$ cat src/rtl/bit_count_pkg.sv
// bit_count_pkg: shared FSM state type and sizing for the bit-count controller
package bit_count_pkg;
  typedef enum logic [2:0] {IDLE, LOAD, SCAN, SHIFT, DONE, ERR} bc_state_t;
  localparam int BC_WIDTH = 8;
  function automatic int max_scan(input int w);
    return 2 * w + 1;
  endfunction
endpackage

$ cat src/rtl/bit_count_watchdog.sv
// bit_count_watchdog: clear/enable counter saturating at LIMIT, flags expiry.
// The count is exported only when BIT_COUNT_PERF_EN is defined.
module bit_count_watchdog #(
  parameter int LIMIT = 17,
  parameter int CW = $clog2(LIMIT + 1)
) (
  input  logic          clk,
  input  logic          reset_n,
  input  logic          clr,
  input  logic          en,
`ifdef BIT_COUNT_PERF_EN
  output logic [CW-1:0] cnt,
`endif
  output logic          expired
);
`ifndef BIT_COUNT_PERF_EN
  logic [CW-1:0] cnt;
`endif
  assign expired = cnt == CW'(LIMIT);
  always_ff @(posedge clk or negedge reset_n)
    if (!reset_n) cnt <= '0;
    else if (clr) cnt <= '0;
    else if (en && !expired) cnt <= cnt + 1'b1;
endmodule

$ cat src/rtl/bit_count_ctrl.sv
// bit_count_ctrl: sequences the bit-counting datapath (load, LSB-first scan, count, finish).
// BIT_COUNT_PERF_EN adds the scan_cycles output holding the final watchdog count.
module bit_count_ctrl
  import bit_count_pkg::*;
#(
  parameter int WIDTH = BC_WIDTH,
  parameter int MAX_SCAN = max_scan(WIDTH),
  localparam int CW = $clog2(MAX_SCAN + 1)
) (
  input  logic             clk,
  input  logic             reset_n,
  input  logic             start,
  input  logic [WIDTH-1:0] currA,
  output logic             ready,
  output logic             incr_result,
  output logic             A_is_zero,
  output logic             busy,
  output logic             done,
  output logic             error
`ifdef BIT_COUNT_PERF_EN
  ,
  output logic [CW-1:0]    scan_cycles
`endif
);
  bc_state_t state, nxt;
  logic armed, rise, zero, scan, active, expired, ready_q, az_q;
`ifdef BIT_COUNT_PERF_EN
  logic [CW-1:0] wd_cnt;
`endif
  assign rise = start && armed;
  assign zero = currA == '0;
  assign scan = state == SCAN;
  assign active = scan || state == SHIFT;
  always_comb begin
    nxt = state;
    case (state)
      IDLE:      nxt = rise ? LOAD : IDLE;
      LOAD:      nxt = SCAN;
      SCAN:      nxt = expired ? ERR : zero ? DONE : currA[0] ? SHIFT : SCAN;
      SHIFT:     nxt = expired ? ERR : SCAN;
      DONE, ERR: nxt = start ? state : IDLE;
      default:   nxt = IDLE;
    endcase
  end
  // armed records that start was low last cycle, so a level held through reset is not an edge
  always_ff @(posedge clk or negedge reset_n)
    if (!reset_n) begin
      state   <= IDLE;
      armed   <= 1'b0;
      ready_q <= 1'b0;
      az_q    <= 1'b0;
      busy    <= 1'b0;
      done    <= 1'b0;
      error   <= 1'b0;
    end else begin
      state   <= nxt;
      armed   <= !start;
      ready_q <= nxt == LOAD;
      az_q    <= nxt inside {LOAD, DONE, ERR};
      busy    <= nxt inside {LOAD, SCAN, SHIFT};
      done    <= nxt == DONE;
      error   <= nxt == ERR;
    end
  // SCAN strobes act on the bit currently visible, so the datapath counts the bit it holds
  assign ready       = ready_q;
  assign incr_result = scan && currA[0] && !expired;
  assign A_is_zero   = az_q || (scan && zero && !expired);
  bit_count_watchdog #(.LIMIT(MAX_SCAN), .CW(CW)) u_wd (
    .clk     (clk),
    .reset_n (reset_n),
    .clr     (state == LOAD),
    .en      (active),
`ifdef BIT_COUNT_PERF_EN
    .cnt     (wd_cnt),
`endif
    .expired (expired)
  );
`ifdef BIT_COUNT_PERF_EN
  always_ff @(posedge clk or negedge reset_n)
    if (!reset_n) scan_cycles <= '0;
    else if (state == LOAD) scan_cycles <= '0;
    else if (active && nxt inside {DONE, ERR}) scan_cycles <= expired ? wd_cnt : wd_cnt + 1'b1;
`endif
endmodule

$ cat config.mk
export PLATFORM = sky130hd
export DESIGN_NAME = bit_count_ctrl
export DESIGN_NICKNAME = d
export VERILOG_FILES = /design/src/rtl/bit_count_pkg.sv /design/src/rtl/bit_count_watchdog.sv /design/src/rtl/bit_count_ctrl.sv
export SDC_FILE = /design/constraint.sdc
export NUM_CORES = 1
export LEC_CHECK = 0
export ABC_AREA = 0
export BUFFER_PORTS_ARGS = -buffer_cell sky130_fd_sc_hd__buf_2
export CORE_AREA = 2 2 39 41
export CTS_BUF_LIST = sky130_fd_sc_hd__clkbuf_8 sky130_fd_sc_hd__clkbuf_16
export CTS_CLUSTER_DIAMETER = 120
export DETAILED_ROUTE_END_ITERATION = 6
export DIE_AREA = 0 0 41 43
export PLACE_DENSITY = 0.77
export SLEW_MARGIN = 20
export SYNTH_ARGS = -nofsm -noshare
export SYNTH_HDL_FRONTEND = slang
export SYNTH_SLANG_ARGS = --single-unit
$ cat constraint.sdc
create_clock -name clk -period 2.35 [get_ports clk]
set_clock_uncertainty 0.1 [all_clocks]
set_input_delay 0.47 -clock clk [delete_from_list [all_inputs] [get_ports clk]]
set_output_delay 0.47 -clock clk [all_outputs]
set_load 0.1 [all_outputs]
* Yosys cells after proc, flatten, opt, wreduce, memory -nomap -nowiden
Cells that the tools add are included.
W data, S select, Z words.
** Operators by class
- Multiplexer cells :: 9
- Add/subtract/negate cells :: 1
- Reductions and logical operators :: 16
- Equality and inequality tests :: 11
** Operators by type and width (number)
- $pmux W3 S5 :: 1
- $eq A3 B2 Y1 const B :: 4
- $eq A3 B3 Y1 const B :: 4
- $mux W3 :: 4
- $mux W5 :: 2
- $logic_not A8 Y1 :: 1
- $eq A3 B1 Y1 const B :: 2
- $logic_and A1 B1 Y1 :: 6
- $reduce_bool A3 Y1 :: 2
- $add A5 B1 Y5 const B :: 1
- $eq A5 B5 Y1 const B :: 1
- $logic_not A3 Y1 :: 1
- $logic_not A1 Y1 :: 2
- $logic_or A1 B1 Y1 :: 2
- $mux W1 :: 2
- $reduce_bool A2 Y1 :: 1
- $reduce_or A2 Y1 :: 1
** Word-level totals
- Bits in registers :: 14
- Input port bits :: 11
- Output and inout bits :: 6
- Logic and storage cells :: 45

* Logic depth before layout (Yosys ltp)
- Depth after elaboration :: 6
- Mapped depth :: 7
- Depth with buffers taken out :: 7

* By module
Synthesis repeated with hierarchy kept, for this count alone.
** Second synthesis, totals
- Cells, all modules :: 69
- Area total of the unflattened synthesis :: 719.4 um^2
** By module, submodules not included
- bit_count_ctrl :: area an instance 446.7 um^2, sequential area each 225.2 um^2, times used 1, cells an instance 43
- bit_count_watchdog :: area an instance 272.8 um^2, sequential area each 125.1 um^2, times used 1, cells an instance 26

* Least setup slack after synthesis
No wires, ideal clock.
- Path type :: flip-flop to output port
- Start point :: reg u_wd.cnt[0]
- End point :: out incr_result
- Arrival :: 2350 ps
- Path buffers :: 0
- Required time :: 1780 ps
- Slack :: -570 ps
- Cell stages (with the launch flop) :: 6
- Cells stage by stage :: dfrtp_1 ha_1 nand4bb_2 nand2_1 a21o_2 nor2_1
** On the way
- Cells in the longest elaborated chain, start to end :: 3
** Ends and longest elaborated chain
- start, declared :: line bit_count_watchdog.sv:17 : logic [CW-1:0] cnt;
- start signal, assigned :: line bit_count_watchdog.sv:23 : else if (en && !expired) cnt <= cnt + 1'b1;
- $eq A5 B5 Y1 :: line bit_count_watchdog.sv:19 : assign expired = cnt == CW'(LIMIT);
- $logic_not A1 Y1 :: line bit_count_ctrl.sv:66 : assign incr_result = scan && currA[0] && !expired;
- $logic_and A1 B1 Y1 :: line bit_count_ctrl.sv:66
- end, declared :: line bit_count_ctrl.sv:15 : output logic incr_result,
No other way between the ends.

* Worst setup path in the final report
Same ends and word-level chain as after synthesis.

==> impl_metrics.yaml <==
power:
  powerDensity_nw_per_um2: 1354
  power_w: 0.001271
  ir_drop_mv: 0.8575
  leakage_nw: 0.4614
cells_and_area:
  filler_cell_count: 108
  register_area_um2: 350.3
  stdcell_area_um2: 938.4
  mostFrequentLayoutCells: "14 x dfrtp_1, 14 x buf_2, 9 x buf_4, 6 x inv_1, 5 x nor2_1"
  layout-drive-gt1-share_pct: 44.94
  multi_input_area_um2: 309.0
  num_antenna_cells: 0
  syn_to_final_growth_pct: 38.63
  nets: 103
timing:
  fin_crit_sh_pct: 97.05
  fmax_ghz: 0.4385
  worst_pin_slew_ps: 494.3
  slew_violations: 0
  min_period_ps: 2281
  hold_viol_final: 0
  setup_viol: 0
  slew_headroom_pct: 67.27
  rsz0062_at_grt: "false"
  fin_ws_ps: 69.43
global_route:
  gr-total-overflow: 0
  grt.busiest_layer: "met2"
  antenna_found_initial: 0
  grtUsageTotal_pct: 19.51
  grt_pass1_vias: 560
  grt_pass1_wl_mm: 2.214
  grtUsageMet2_pct: 31.25
  grt_max_degree: 15
  grtUsageMet1_pct: 22.15
  grtUsageMet3_pct: 3.141
worst_setup_path:
  cp-start-kind: "flop"
  worstPathMaxFanout: 5
  path_class: "flop to primary output"
  path_cells: "ha_1 -> nand4bb_4 -> nand2_1 -> a21o_2 -> nor2_2 -> buf_12"
  cpPeakStageDelay_ps: 420
  cp_top_family: "flip-flops"
  cp-end-kind: "primary output"
  crit_slowest_cell: "dfrtp_1"
  crit_arrival_ps: 1710
  critPathRequiredTime_ps: 1780
  cp.buffers_inverters: 1
clock_tree:
  cts_hold_buf: 0
  cts.sinks: 14
  clock_latency_ps: 240
  clk_pin_slew_ps: 60
  cts-root-buf: "clkbuf_8"
  numCtsBuffers: 3
  cts_tree: "yes"
  h-tree-depth: 1
  clockBufferDepth: 2
drt:
  drt-total-wl_mm: 1.347
  wl_per_cell_um: 12.83
  drt_iter0_drc: 6
  viasPerCell: 5.133
  drtPass1Iterations: 2
  drcViolationCount: 0
  num_vias: 539
  ant_nets: 0
placement:
  placed_area_um2: 842.1
  pre_cts_slack_ps: 21.79
  numPortBuffers: 16
  place.gp.congestion: 0.7919
  place_hpwl_um: 977.9
yosys:
  syn_area_per_cell_um2: 11.10
  syn-num-nets: 74
  ys_seq_area_share_pct: 51.76
  yosys_warnings: 0
  synthArstFlopShare_pct: 100.0
  synthCells: 61
  synthTopCellsByArea: "dfrtp_1 52%, xor2_1 3.9%, ha_1 3.7%"
  yosys.area.top_type: "dfrtp_1"
  synth.distinct_cells: 27
  synth_ff_type: "dfrtp_1"
  synth_area_um2: 676.9
  synth_seq_cells: 14
  yosys.area.top_type_share_pct: 51.76
  synth_edf_count: 0
run_status:
  outcome: "completed"
die:
  start_util_pct: 48.92
  dieArea_um2: 1763
  die_x_um: 41
  die_h_um: 43
  rows: 14
  ios: 17
  fp.coreArea_um2: 1384
min_path:
  hold_path.class: "primary input to asynchronous set/reset pin"
job:
  drv_cap: 0
## worst register-to-register path: stages (launching register included)
cell	delay (ps)
dfrtp_1	420
ha_1	250
nand4bb_4	140
o21ai_1	80
a21oi_1	230
buf_4	190
nor2b_1	150
## worst paths after layout
path                        startpoint           to  slack (ps)  cells past startpoint
min in group clk                 start        armed         280                      2
hold reg to reg               state[0]        ready         430                      2
hold / removal                 reset_n  u_wd.cnt[2]           7                      1
max in group asynchronous      reset_n        error        1910                      1
setup / recovery           u_wd.cnt[0]  incr_result          70                      6
setup reg to reg           u_wd.cnt[0]         done         710                      6
## kinds of logic (layout without fill, tap and decap cells)
| logic type | after synthesis | after routing | synth area share (%) |
|---|---|---|---|
| AO/OA/AOI/OAI | 11 | 11 | 14.05 |
| XOR/XNOR | 3 | 3 | 3.882 |
| adder cells (fa/ha/maj) | 2 | 2 | 3.696 |
| buffers and inverters | 8 | 36 | 4.620 |
| flip-flops | 14 | 14 | 51.76 |
| AND/OR/NAND/NOR | 23 | 23 | 22.00 |
## synthesized netlist by cell type, types with 2 or more instances
library cell	count
nor2b_1	2
inv_1	6
nand2_1	2
dfrtp_1	14
a21oi_1	2
nand3_1	3
ha_1	2
nor2_1	6
o21ai_0	2
or4_4	2
xor2_1	3
nand4_1	2
## what timing repair did
action | CTS | global route
resized for setup | 1 | 4
endpoints found under the setup margin | 1 | 1
setup buffers | 0 | 2
## flip-flops by register name, indices dropped and copies added (netlist names)
| register | cells |
|---|---|
| ready | 1 |
| armed | 1 |
| state | 3 |
| done | 1 |
| error | 1 |
| u_wd.cnt | 5 |
| az_q | 1 |
| busy | 1 |
## cell type report
| type | instances | area share [%] |
|---|---|---|
| flip-flops and latches | 14 | 37.33 |
| clock buffers | 4 | 5.867 |
| repair buffers | 25 | 18.93 |
| inverters | 7 | 2.800 |
| multi-input cells | 39 | 32.93 |
| well taps | 16 | 2.133 |
## where the power goes
group / switching, W / total (W) / internal (W) / leakage [nW]
Sequential: 0.0000587 / 0.000376 / 0.000317 / 0.176
Clock: 0.0000800 / 0.000228 / 0.000148 / 0.0288
Combinational: 0.000399 / 0.000667 / 0.000268 / 0.257
Total: 0.000538 / 0.00127 / 0.000733 / 0.461
## per-stage QoR
stage / setup TNS, ps / hold slack [ps] / instances / util [%]
2_1_floorplan: -113.8 / 74.41 / 61 / -
3_3_place_gp: 0 / 275.0 / 99 / 60.85
3_5_place_dp: 0 / 277.9 / 99 / 60.85
4_1_cts: 0 / 15.18 / 103 / 65.01
5_1_grt: 0 / 33.72 / 105 / 67.81
6_report: 0 / 7.487 / 105 / 67.81
## per-layer routing
layer	wire [um]	part of all wire (%)
met2	701	52
met3	52	3.9
met1	552	41
met4	40	3.0
met5	0	0
Power figures use the tool's default switching activity.
